[config.mk]
export PLATFORM = sky130hd
export DESIGN_NAME = lsu_mem_initiator
export DESIGN_NICKNAME = d
export VERILOG_FILES = /design/src/rtl/lsu_mem_initiator.sv
export SDC_FILE = /design/constraint.sdc
export NUM_CORES = 1
export LEC_CHECK = 0
export ABC_CLOCK_PERIOD_IN_PS = 1800
export CAP_MARGIN = 20
export CORE_MARGIN = 2
export CORE_UTILIZATION = 40
export CTS_CLUSTER_SIZE = 12
export DETAILED_ROUTE_END_ITERATION = 8
export GPL_ROUTABILITY_DRIVEN = 0
export HOLD_SLACK_MARGIN = 0.05
export PLACE_DENSITY = 0.88
export RECOVER_POWER = 100
export SLEW_MARGIN = 25
export SYNTH_ARGS = -nofsm -noshare
export SYNTH_HDL_FRONTEND = slang
export SYNTH_SLANG_ARGS = --single-unit
[constraint.sdc]
create_clock -name clk -period 1.8 [get_ports clk]
set_input_delay 0.36 -clock clk [delete_from_list [all_inputs] [get_ports clk]]
set_output_delay 0.36 -clock clk [all_outputs]
set_load 0.01 [all_outputs]
[src/rtl/lsu_mem_initiator.sv]
// lsu_mem_initiator
//   Load/store front end for the byte-addressable data RAM. Takes one RISC-V
//   load/store from execute, issues a single RAM request (word lane data
//   replicated, byte mask), aligns/extends load data, and hands the result to
//   writeback. One transaction in flight at a time.
// Ports
//   clk, rstf                 clock, async active-low reset
//   t_req_*                   execute request (valid/ready, we, funct3, addr, data, rd)
//   i_mem_*                   RAM request (valid/ready, we, byte addr, data, mask)
//   t_mem_valid/ready/data    RAM read return (pulse, no backpressure)
//   i_wb_*                    writeback result (valid/ready, data, rd, err)
module lsu_mem_initiator #(
  parameter int DEPTH = 8192,
  parameter int AW    = 32,
  localparam int MAW  = $clog2(DEPTH) + 2
) (
  input  logic           clk,
  input  logic           rstf,
  input  logic           t_req_valid,
  output logic           t_req_ready,
  input  logic           t_req_we,
  input  logic [2:0]     t_req_funct3,
  input  logic [AW-1:0]  t_req_addr,
  input  logic [31:0]    t_req_data,
  input  logic [4:0]     t_req_rd,
  output logic           i_mem_valid,
  input  logic           i_mem_ready,
  output logic           i_mem_we,
  output logic [MAW-1:0] i_mem_addr,
  output logic [31:0]    i_mem_data,
  output logic [3:0]     i_mem_mask,
  input  logic           t_mem_valid,
  output logic           t_mem_ready,
  input  logic [31:0]    t_mem_data,
  output logic           i_wb_valid,
  input  logic           i_wb_ready,
  output logic [31:0]    i_wb_data,
  output logic [4:0]     i_wb_rd,
  output logic [1:0]     i_wb_err
);

  typedef enum logic [1:0] {IDLE, REQ, WAIT, RESP} state_t;

  state_t      state, state_n;
  logic        ready_q;
  logic [2:0]  f3_q;
  logic [1:0]  off_q;
  logic [4:0]  rd_q;

  logic        accept;
  logic        f3_ok, misal, oor;
  logic [1:0]  err_in;
  logic [31:0] st_data;
  logic [3:0]  st_mask;
  logic [31:0] ld_sh, ld_ext;

  assign accept      = t_req_valid & t_req_ready;
  assign t_req_ready = ready_q;
  assign i_mem_valid = (state == REQ);
  assign t_mem_ready = (state == WAIT);
  assign i_wb_valid  = (state == RESP);

  // Request checks, evaluated on the incoming request
  always_comb begin
    f3_ok = 1'b0;
    case (t_req_funct3)
      3'b000, 3'b001, 3'b010: f3_ok = 1'b1;
      3'b100, 3'b101:         f3_ok = ~t_req_we;   // unsigned forms are load-only
      default:                f3_ok = 1'b0;
    endcase
    misal  = ((t_req_funct3[1:0] == 2'b01) & t_req_addr[0]) |
             ((t_req_funct3[1:0] == 2'b10) & (t_req_addr[1:0] != 2'b00));
    oor    = (t_req_addr >> MAW) != '0;
    err_in = !f3_ok ? 2'd3 : misal ? 2'd1 : oor ? 2'd2 : 2'd0;
  end

  // Store lane replication and byte mask
  always_comb begin
    st_data = t_req_data;
    st_mask = 4'b1111;
    case (t_req_funct3[1:0])
      2'b00: begin
        st_data = {4{t_req_data[7:0]}};
        st_mask = 4'b0001 << t_req_addr[1:0];
      end
      2'b01: begin
        st_data = {2{t_req_data[15:0]}};
        st_mask = 4'b0011 << t_req_addr[1:0];
      end
      default: ;
    endcase
  end

  // Load align and extend
  always_comb begin
    ld_sh  = t_mem_data >> {off_q, 3'b000};
    ld_ext = ld_sh;
    case (f3_q)
      3'b000:  ld_ext = {{24{ld_sh[7]}}, ld_sh[7:0]};
      3'b100:  ld_ext = {24'd0, ld_sh[7:0]};
      3'b001:  ld_ext = {{16{ld_sh[15]}}, ld_sh[15:0]};
      3'b101:  ld_ext = {16'd0, ld_sh[15:0]};
      default: ld_ext = ld_sh;
    endcase
  end

  always_ff @(posedge clk or negedge rstf)
    if (!rstf) state <= IDLE;
    else       state <= state_n;

  always_comb begin
    state_n = state;
    case (state)
      IDLE: if (accept)      state_n = (err_in != 2'd0) ? RESP : REQ;
      REQ:  if (i_mem_ready) state_n = i_mem_we ? RESP : WAIT;
      WAIT: if (t_mem_valid) state_n = RESP;
      RESP: if (i_wb_ready)  state_n = IDLE;
      default:               state_n = IDLE;
    endcase
  end

  always_ff @(posedge clk or negedge rstf) begin
    if (!rstf) begin
      ready_q    <= 1'b0;
      f3_q       <= '0;
      off_q      <= '0;
      rd_q       <= '0;
      i_mem_we   <= 1'b0;
      i_mem_addr <= '0;
      i_mem_data <= '0;
      i_mem_mask <= '0;
      i_wb_data  <= '0;
      i_wb_rd    <= '0;
      i_wb_err   <= '0;
    end else begin
      // Registered so ready stays low in reset and in the RESP handshake cycle
      ready_q <= (state_n == IDLE);
      if (accept) begin
        f3_q      <= t_req_funct3;
        off_q     <= t_req_addr[1:0];
        rd_q      <= t_req_rd;
        i_wb_err  <= err_in;
        i_wb_data <= '0;
        i_wb_rd   <= '0;
        if (err_in == 2'd0) begin
          i_mem_we   <= t_req_we;
          i_mem_addr <= t_req_addr[MAW-1:0];
          i_mem_data <= t_req_we ? st_data : 32'd0;
          i_mem_mask <= t_req_we ? st_mask : 4'b0000;
        end
      end
      if (state == WAIT && t_mem_valid) begin
        i_wb_data <= ld_ext;
        i_wb_rd   <= rd_q;
      end
    end
  end

endmodule

Word-level counts from Yosys, hierarchy flattened
Index checks and enable logic that the tools add are counted.
{"block": "word_totals", "output_inout_bits": 95, "regBits": 104, "in_bits": 111}
{"block": "op_classes", "n_eq_ne": 12, "n_mux": 20, "shifts": 3, "n_bitwise": 5, "reduce_logical": 14}
{"op": "$pmux W32 S4", "n": 1}
{"op": "$mux W32", "n": 3}
{"op": "$pmux W32 S2", "n": 1}
{"op": "$reduce_bool A32 Y1", "n": 1}
{"op": "$shr A32 B5 Y32", "n": 1}
{"op": "$mux W2", "n": 8}
{"op": "$eq A3 B3 Y1 const B", "n": 4}
{"op": "$mux W5", "n": 2}
{"op": "$logic_not A2 Y1", "n": 4}
{"op": "$pmux W2 S4", "n": 1}
{"op": "$pmux W4 S2", "n": 1}
{"op": "$eq A2 B2 Y1 const B", "n": 3}
{"op": "$eq A3 B1 Y1 const B", "n": 2}
{"op": "$logic_not A3 Y1", "n": 2}
{"op": "$reduce_bool A2 Y1", "n": 3}
{"op": "$eq A2 B1 Y1 const B", "n": 2}
{"op": "$mux W4", "n": 1}
{"op": "$shl A1 B2 Y4 const A", "n": 1}
{"op": "$shl A2 B2 Y4 const A", "n": 1}
{"op": "$and A1 B1 Y1", "n": 3}
{"op": "$eq A3 B2 Y1 const B", "n": 1}
{"op": "$reduce_or A3 Y1", "n": 1}
{"op": "$pmux W1 S2", "n": 1}
{"op": "$reduce_and A2 Y1", "n": 1}
{"op": "other kinds (5)", "n": 5}

Logic depth before layout (Yosys ltp)
Gate-level depths: netlist of run 1.
{"block": "depth", "ltp_word": 10, "ltp_mapped": 7, "depth_no_buf": 4}

Worst setup path after synthesis of run 1
Ideal clock, no wire load.
{"block": "synth_path", "path_type": "input-to-reg", "start": "input port t_req_addr[16]", "end": "register i_mem_data[10]", "t_arrival_ns": 1.777, "required_ns": 1.675, "n_path_buf": 1, "setup_ns": 0.125, "setup_slack_ns": -0.102, "cell_stages": 5, "path_cell_list": "nor4_1 -> nand3_1 -> nor4_4 -> buf_2 -> mux2_2"}
{"block": "synth_between", "elab_chain_cells": 6}
{"item": "start, declared", "line_no": "23", "source": "input logic [AW-1:0] t_req_addr,"}
{"item": "$reduce_bool A32 Y1", "line_no": "73", "source": "oor = (t_req_addr >> MAW) != '0;"}
{"item": "$mux W2 (3 in series)", "line_no": "74", "source": "err_in = !f3_ok ? 2'd3 : misal ? 2'd1 : oor ? 2'd2 : 2'd0;"}
{"item": "$logic_not A2 Y1", "line_no": "145", "source": "if (err_in == 2'd0) begin"}
{"item": "$reduce_and A2 Y1 (no source line)"}
{"item": "end signal, assigned", "line_no": "148", "source": "i_mem_data <= t_req_we ? st_data : 32'd0;"}
{"item": "end, declared", "line_no": "30", "source": "output logic [31:0] i_mem_data,"}
No other way between the ends.
A chain may end at the register's enable or synchronous reset.

Final worst setup path of run 1
{"block": "layout_path", "start": "input port t_mem_data[23]", "end": "register i_wb_data[19]"}
{"block": "layout_between", "elab_chain_cells": 3}
{"item": "start, declared", "line_no": "34", "source": "input logic [31:0] t_mem_data,"}
{"item": "$shr A32 B5 Y32", "line_no": "96", "source": "ld_sh = t_mem_data >> {off_q, 3'b000};"}
{"item": "$pmux W32 S4", "line_no": "98", "source": "case (f3_q)"}
{"item": "$mux W32", "line_no": "152", "source": "if (state == WAIT && t_mem_valid) begin"}
{"item": "end signal, assigned", "line_no": "153", "source": "i_wb_data <= ld_ext;"}
{"item": "end, declared", "line_no": "37", "source": "output logic [31:0] i_wb_data,"}
No other way between the ends.

==> metrics, run 1 <==
syn nets 596; IO Port Bufs 205; DP Area 0.00767 mm2; Worst EP required 2.08 ns; GRT Util Overall 0.235; distinct cell type count after synthesis 34; Crit. End Element flip-flop; Lkg Pwr 3.83 nW; # setup viols final 0; Async SR Flop Fraction 1.00; commonest non-fill, non-tap cell in the layout dfrtp_1; unrepaired setup endpoints after global routing yes; Synth Flop Type dfrtp_1; nets@finish 826; Synth warnings 0; clock buffer count from CTS 9; Max Root-Sink Buffers 2; outcome complete, no violations; CTS H-tree lvls 3; Residual DRC 0; synthesized area 0.00522 mm2; Chip Width 118 um; CTS Root Cell clkbuf_16; dpl ws -0.607 ns; slowest CP cell mux4_2; P&R area growth vs syn 58.1%; critical path peak fanout 16; number of routed nets with antenna violations 0; WP data arrival 2.04 ns; Rel. slew slack 0.496; share of cells above drive strength 1 0.196; initial antenna violation count 0; Crit path max-delay family buffers and inverters; first-pass GRT wire length 26.0 mm; Core Area 0.0127 mm2; Worst VDD drop 0.582 mV; Crit Path Class primary input to flip-flop; fin area 0.00825 mm2; largest net degree at the start of global routing 43; fin. max-slew vios 0; crit path time final 1.76 ns; DRT Pass-1 Iters 5; Synth Area per Inst 10.8 um2; area of the multi-input gates 0.00253 mm2; Worst path max stage delay 0.52 ns; drt total wl 16.6 mm; fmax 567 MHz; critical-path cell list clkdlybuf4s50_1, mux2i_1, mux4_2, nor4_4, buf_12, a221o_1; HPWL Detailed 11.9 mm; Via Count 4725; top post-synthesis cells by area dfrtp_1 50%, mux2_2 11%, mux2i_1 10%; post-synth top area cell dfrtp_1; clock latency on the worst-skew pair 0.34 ns; WHS 0.384 ns; 1st-iter DRT viols 472; clock-pin transition on the worst setup and hold timing paths 0.07 ns; # diodes 0; row count 41; CTS tree yes; vias in the first global route 4940; share of the yosys chip area belonging to registers 0.499; Reg area 0.00260 mm2; PwrDens 1030 mW/mm2; # Max-Cap Violations 0; die area 0.0140 mm2; global route overflow 0; share of the synthesized area in the top cell type 0.499; most frequent cells in the layout 103 x dfrtp_1, 91 x dlygate4sd3_1, 88 x clkdlybuf4s50_1; Post-Synthesis Cells 485; Die Y 118 um; clock skew 0.00878 ns; Initial Util 0.412; final worst-path cycle share 0.980; CP Buf/Inv Count 2; DR WL/cell 18.6 um; fillers 969; Seq cells post-synth 104; CTS Sinks 104; startpoint types primary input; vias per inst 5.30; final worst setup slack 0.0356 ns; worst hold-check path type primary input to flip-flop; Final Hold Viols 0; Post-synth EDFFs 0; IO Pins 206; worst slew pin tran 0.756 ns
[power by group]
part	switching [mW]	internal (mW)	total, mW
clock	0.913	1.09	2.00
sequential	0.346	2.81	3.16
combinational	1.65	1.73	3.37
[metal layers]
layer / part of all wire / track usage
met5: 0 / 0
met4: 0.023 / 0.0828
met3: 0.085 / 0.0579
met2: 0.50 / 0.417
met1: 0.39 / 0.275
[synth_stat cells, types with 2 or more instances]
| library cell | number |
|---|---|
| nor3b_2 | 2 |
| nand3b_1 | 3 |
| mux2i_1 | 53 |
| nor2_1 | 16 |
| inv_1 | 21 |
| a21boi_0 | 8 |
| nand3_1 | 23 |
| nand2_1 | 49 |
| buf_2 | 9 |
| dfrtp_1 | 104 |
| nand2b_1 | 2 |
| nor2b_1 | 13 |
| nor4_4 | 2 |
| a221o_1 | 15 |
| mux2_2 | 49 |
| nor4_1 | 4 |
| buf_1 | 4 |
| and2_1 | 3 |
| clkbuf_1 | 24 |
| o2bb2ai_1 | 7 |
| a21oi_1 | 18 |
| or2_2 | 2 |
| o21ai_0 | 41 |
| buf_6 | 2 |
| mux4_2 | 2 |
[final cells by class]
class / instances / share of cell area
Clock inverter: 7 / 0.00970
Tap cell: 172 / 0.0261
Clock buffer: 9 / 0.0273
Sequential cell: 104 / 0.315
Timing Repair Buffer: 258 / 0.306
Multi-Input combinational cell: 321 / 0.306
Inverter: 21 / 0.00955
[registers in the layout, indices dropped and copies added (netlist names)]
name,count
rd_q,5
off_q,2
f3_q,3
i_mem_we,1
i_mem_data,32
state,2
t_req_ready,1
i_wb_data,32
i_mem_addr,15
i_wb_err,2
i_wb_rd,5
i_mem_mask,4
[logic make-up after synthesis]
kind of cell | Yosys count | synth area share
and+or+nand+nor | 120 | 0.116
muxes | 105 | 0.218
DFF | 104 | 0.499
AOI/OAI and AO/OA | 96 | 0.119
buffers and inverters | 60 | 0.0482
[stage by stage]
step | power [mW] | util | std cells | TNS [ns]
floorplan | 4.98 | - | 485 | -1.07
global placement | 6.50 | 0.605 | 860 | -34.74
detailed placement | 6.66 | 0.605 | 860 | -38.46
CTS | 8.69 | 0.652 | 889 | -0.00521
global route | 8.97 | 0.651 | 892 | -0.218
finish | 8.54 | 0.651 | 892 | 0
[worst paths after layout]
| kind | slack (ns) | startpoint | end | depth (start not counted) |
|---|---|---|---|---|
| worst max-delay path | 0.04 | t_mem_data[23] | i_wb_data[19] | 6 |
| worst min-delay path | 0.38 | t_mem_data[31] | i_wb_data[31] | 2 |
| worst max register to register | 0.04 | off_q[0] | i_wb_data[19] | 5 |
| worst min register to register | 0.48 | rd_q[2] | i_wb_rd[2] | 2 |
| max in group asynchronous | 0.32 | rstf | rd_q[3] | 3 |
| min in group asynchronous | 0.66 | rstf | i_mem_mask[1] | 2 |
[timing repair]
item                       CTS  global route
hold buffers                 1             0
pin swaps                   11             9
setup buffers                9             3
hold endpoints to repair    26             0
cloned                       4             0
setup endpoints to repair   73            77
gates resized for setup     54            35
No activity file was read; power rests on OpenSTA's default activity.
==> run 2: changes to the inputs <==
ABC_CLOCK_PERIOD_IN_PS = 2200   (was 1800)
CORE_MARGIN = 1.5   (was 2)
CORE_UTILIZATION = 45   (was 40)
PLACE_DENSITY = 0.92   (was 0.88)
clock period = 2.2 ns   (was 1.8 ns; I/O delays follow)
==> metrics, run 2 (same netlist as run 1, synthesis figures left out) <==
DRT Pass-1 Iters 5 (unchanged); clock buffer count from CTS 9 (unchanged); final core utilization 0.692 (was 0.651); Core Area 0.0114 mm2 (was 0.0127 mm2); CTS tree yes (unchanged); outcome complete, no violations (unchanged); internal power 4.83 mW (was 5.63 mW); CTS Root Cell clkbuf_16 (unchanged); global route overflow 0 (unchanged); CTS Sinks 104 (unchanged); PwrDens 900 mW/mm2 (was 1030 mW/mm2); largest net degree at the start of global routing 45 (was 43); WP data arrival 1.64 ns (was 2.04 ns); 1st-iter DRT viols 368 (was 472); Worst EP required 1.76 ns (was 2.08 ns); clock latency on the worst-skew pair 0.35 ns (was 0.34 ns); crit path time final 2.08 ns; Clock power frac 0.276 (was 0.235); die area 0.0123 mm2 (was 0.0140 mm2); fin. max-slew vios 0 (unchanged); Crit Path Class flip-flop to output port (was primary input to flip-flop); DR WL/cell 18.5 um (was 18.6 um); fillers 864 (was 969); Initial Util 0.459 (was 0.412); critical-path cell list nand2b_1, inv_1, dlygate4sd3_1 (was clkdlybuf4s50_1, mux2i_1, mux4_2, nor4_4, buf_12, a221o_1); Comb pwr share 0.359 (was 0.395); Worst path max stage delay 0.60 ns (was 0.52 ns); # Max-Cap Violations 0 (unchanged); HPWL Detailed 11.5 mm (was 11.9 mm); commonest non-fill, non-tap cell in the layout clkdlybuf4s50_1 (was dfrtp_1); row count 39 (was 41); share of cells above drive strength 1 0.138 (was 0.196); Largest regs i_mem_data x32, i_wb_data x32, i_mem_addr x15 (unchanged); clock skew 0.0108 ns (was 0.00878 ns); drt total wl 15.5 mm (was 16.6 mm); initial antenna violation count 0 (unchanged); Die Y 111 um (was 118 um); unrepaired setup endpoints after global routing no (was yes); vias in the first global route 4847 (was 4940); vias per inst 5.51 (was 5.30); Via Count 4614 (was 4725); fin area 0.00787 mm2 (was 0.00825 mm2); Crit. End Element output port (was flip-flop); Rel. slew slack 0.338 (was 0.496); CTS H-tree lvls 3 (unchanged); CP Buf/Inv Count 2 (unchanged); Layout Cells excl Fill 838 (was 892); Post-CTS Resized 0 (was 54); critical path peak fanout 8 (was 16); Psw 2.26 mW (was 2.91 mW); worst hold-check path type primary input to async pin (was primary input to flip-flop); Final Hold Viols 0 (unchanged); number of routed nets with antenna violations 0 (unchanged); clock-pin transition on the worst setup and hold timing paths 0.08 ns (was 0.07 ns); Chip Width 111 um (was 118 um); # setup viols final 0 (unchanged); hold_buf cts 0 (was 1); startpoint types flip-flop (was primary input); Worst path depth 3 (was 6); Seq pwr share 0.364 (was 0.370); Crit path max-delay family buffers and inverters (unchanged); Max Root-Sink Buffers 2 (unchanged); # diodes 0 (unchanged); P&R area growth vs syn 50.8% (was 58.1%); nets@finish 801 (was 826); DP Area 0.00752 mm2 (was 0.00767 mm2); Residual DRC 0 (unchanged); worst slew pin tran 0.993 ns (was 0.756 ns); Worst VDD drop 0.732 mV (was 0.582 mV); Lkg Pwr 3.62 nW (was 3.83 nW); first-pass GRT wire length 25.0 mm (was 26.0 mm); most frequent cells in the layout 108 x clkdlybuf4s50_1, 104 x dfrtp_1, 96 x dlygate4sd3_1 (was 103 x dfrtp_1, 91 x dlygate4sd3_1, 88 x clkdlybuf4s50_1); Inst Count DP 820 (was 860); IO Pins 206 (unchanged); fmax 482 MHz; worst-case reg-to-reg path depth 5 (unchanged); slowest CP cell dlygate4sd3_1 (was mux4_2); Sw Share 0.318 (was 0.340); final worst-path cycle share 0.943; IO Port Bufs 205 (unchanged); GRT Util Overall 0.256 (was 0.235)
## run 2: cell count changes in the layout (fill, tap and decap cells not counted), sizes merged, moves of 5 or more
| cell | change |
|---|---|
| buf | -23 |
| clkdlybuf4s15 | -6 |
| clkdlybuf4s50 | +20 |
| dlygate4sd2 | -11 |
| dlygate4sd3 | +5 |
| dlymetal6s2s | -6 |
## run 2: final cells by class
type	instances	area, um2	area share
sequential	104	2600	0.331
multi-input combinational	321	2360	0.300
timing repair buffer	233	2280	0.290
clock buffer	9	225	0.0286
tap	143	179	0.0227
clock inverter	7	144	0.0183
inverter	21	78.8	0.0100
## run 2: final timing paths
path,slack (ns),endpoint,startpoint
worst max-delay path,0.12,i_mem_valid,state[1]
worst max register to register,0.30,i_wb_data[20],state[0]
worst min register to register,0.49,i_wb_rd[3],rd_q[3]
max in group asynchronous,0.40,i_mem_mask[2],rstf
min in group clk,0.49,i_wb_rd[3],rd_q[3]
worst min-delay path,0.24,i_wb_data[1],rstf
## run 2: metrics by stage
stage          setup TNS [ns]  hold WS (ns)  power [mW]  worst slack (ns)
2_1_floorplan               0         0.144        4.07             0.218
3_3_place_gp           -10.50         0.438        5.20            -0.195
3_5_place_dp           -13.69         0.450        5.30            -0.288
4_1_cts                     0        0.0728        7.28            0.0700
5_1_grt                     0         0.329        7.46            0.0201
6_report                    0         0.239        7.08             0.125
## run 2: power by group through the flow
| stage | logic [mW] | registers (mW) | clock network [mW] |
|---|---|---|---|
| 4_1_cts | 2.69 | 2.60 | 1.99 |
| 5_1_grt | 2.75 | 2.64 | 2.08 |
| 2_1_floorplan | 1.41 | 2.66 | 0 |
| 3_5_place_dp | 2.66 | 2.64 | 0 |
| 3_3_place_gp | 2.59 | 2.61 | 0 |
| 6_report | 2.55 | 2.58 | 1.96 |
## run 2: metal layers
layer  vias to the layer above  GRT usage  wire length (um)
met5                         -          0                 0
met4                         0      0.103               347
met3                        25     0.0640              1290
met2                       218      0.449              7980
met1                      2235      0.299              5900
li1                       2136          -                 -
## run 2: repair_timing
action                     4_1_cts  5_1_grt
buffers inserted                 0        1
setup endpoints to repair        0        6
hold endpoints to repair         0        0
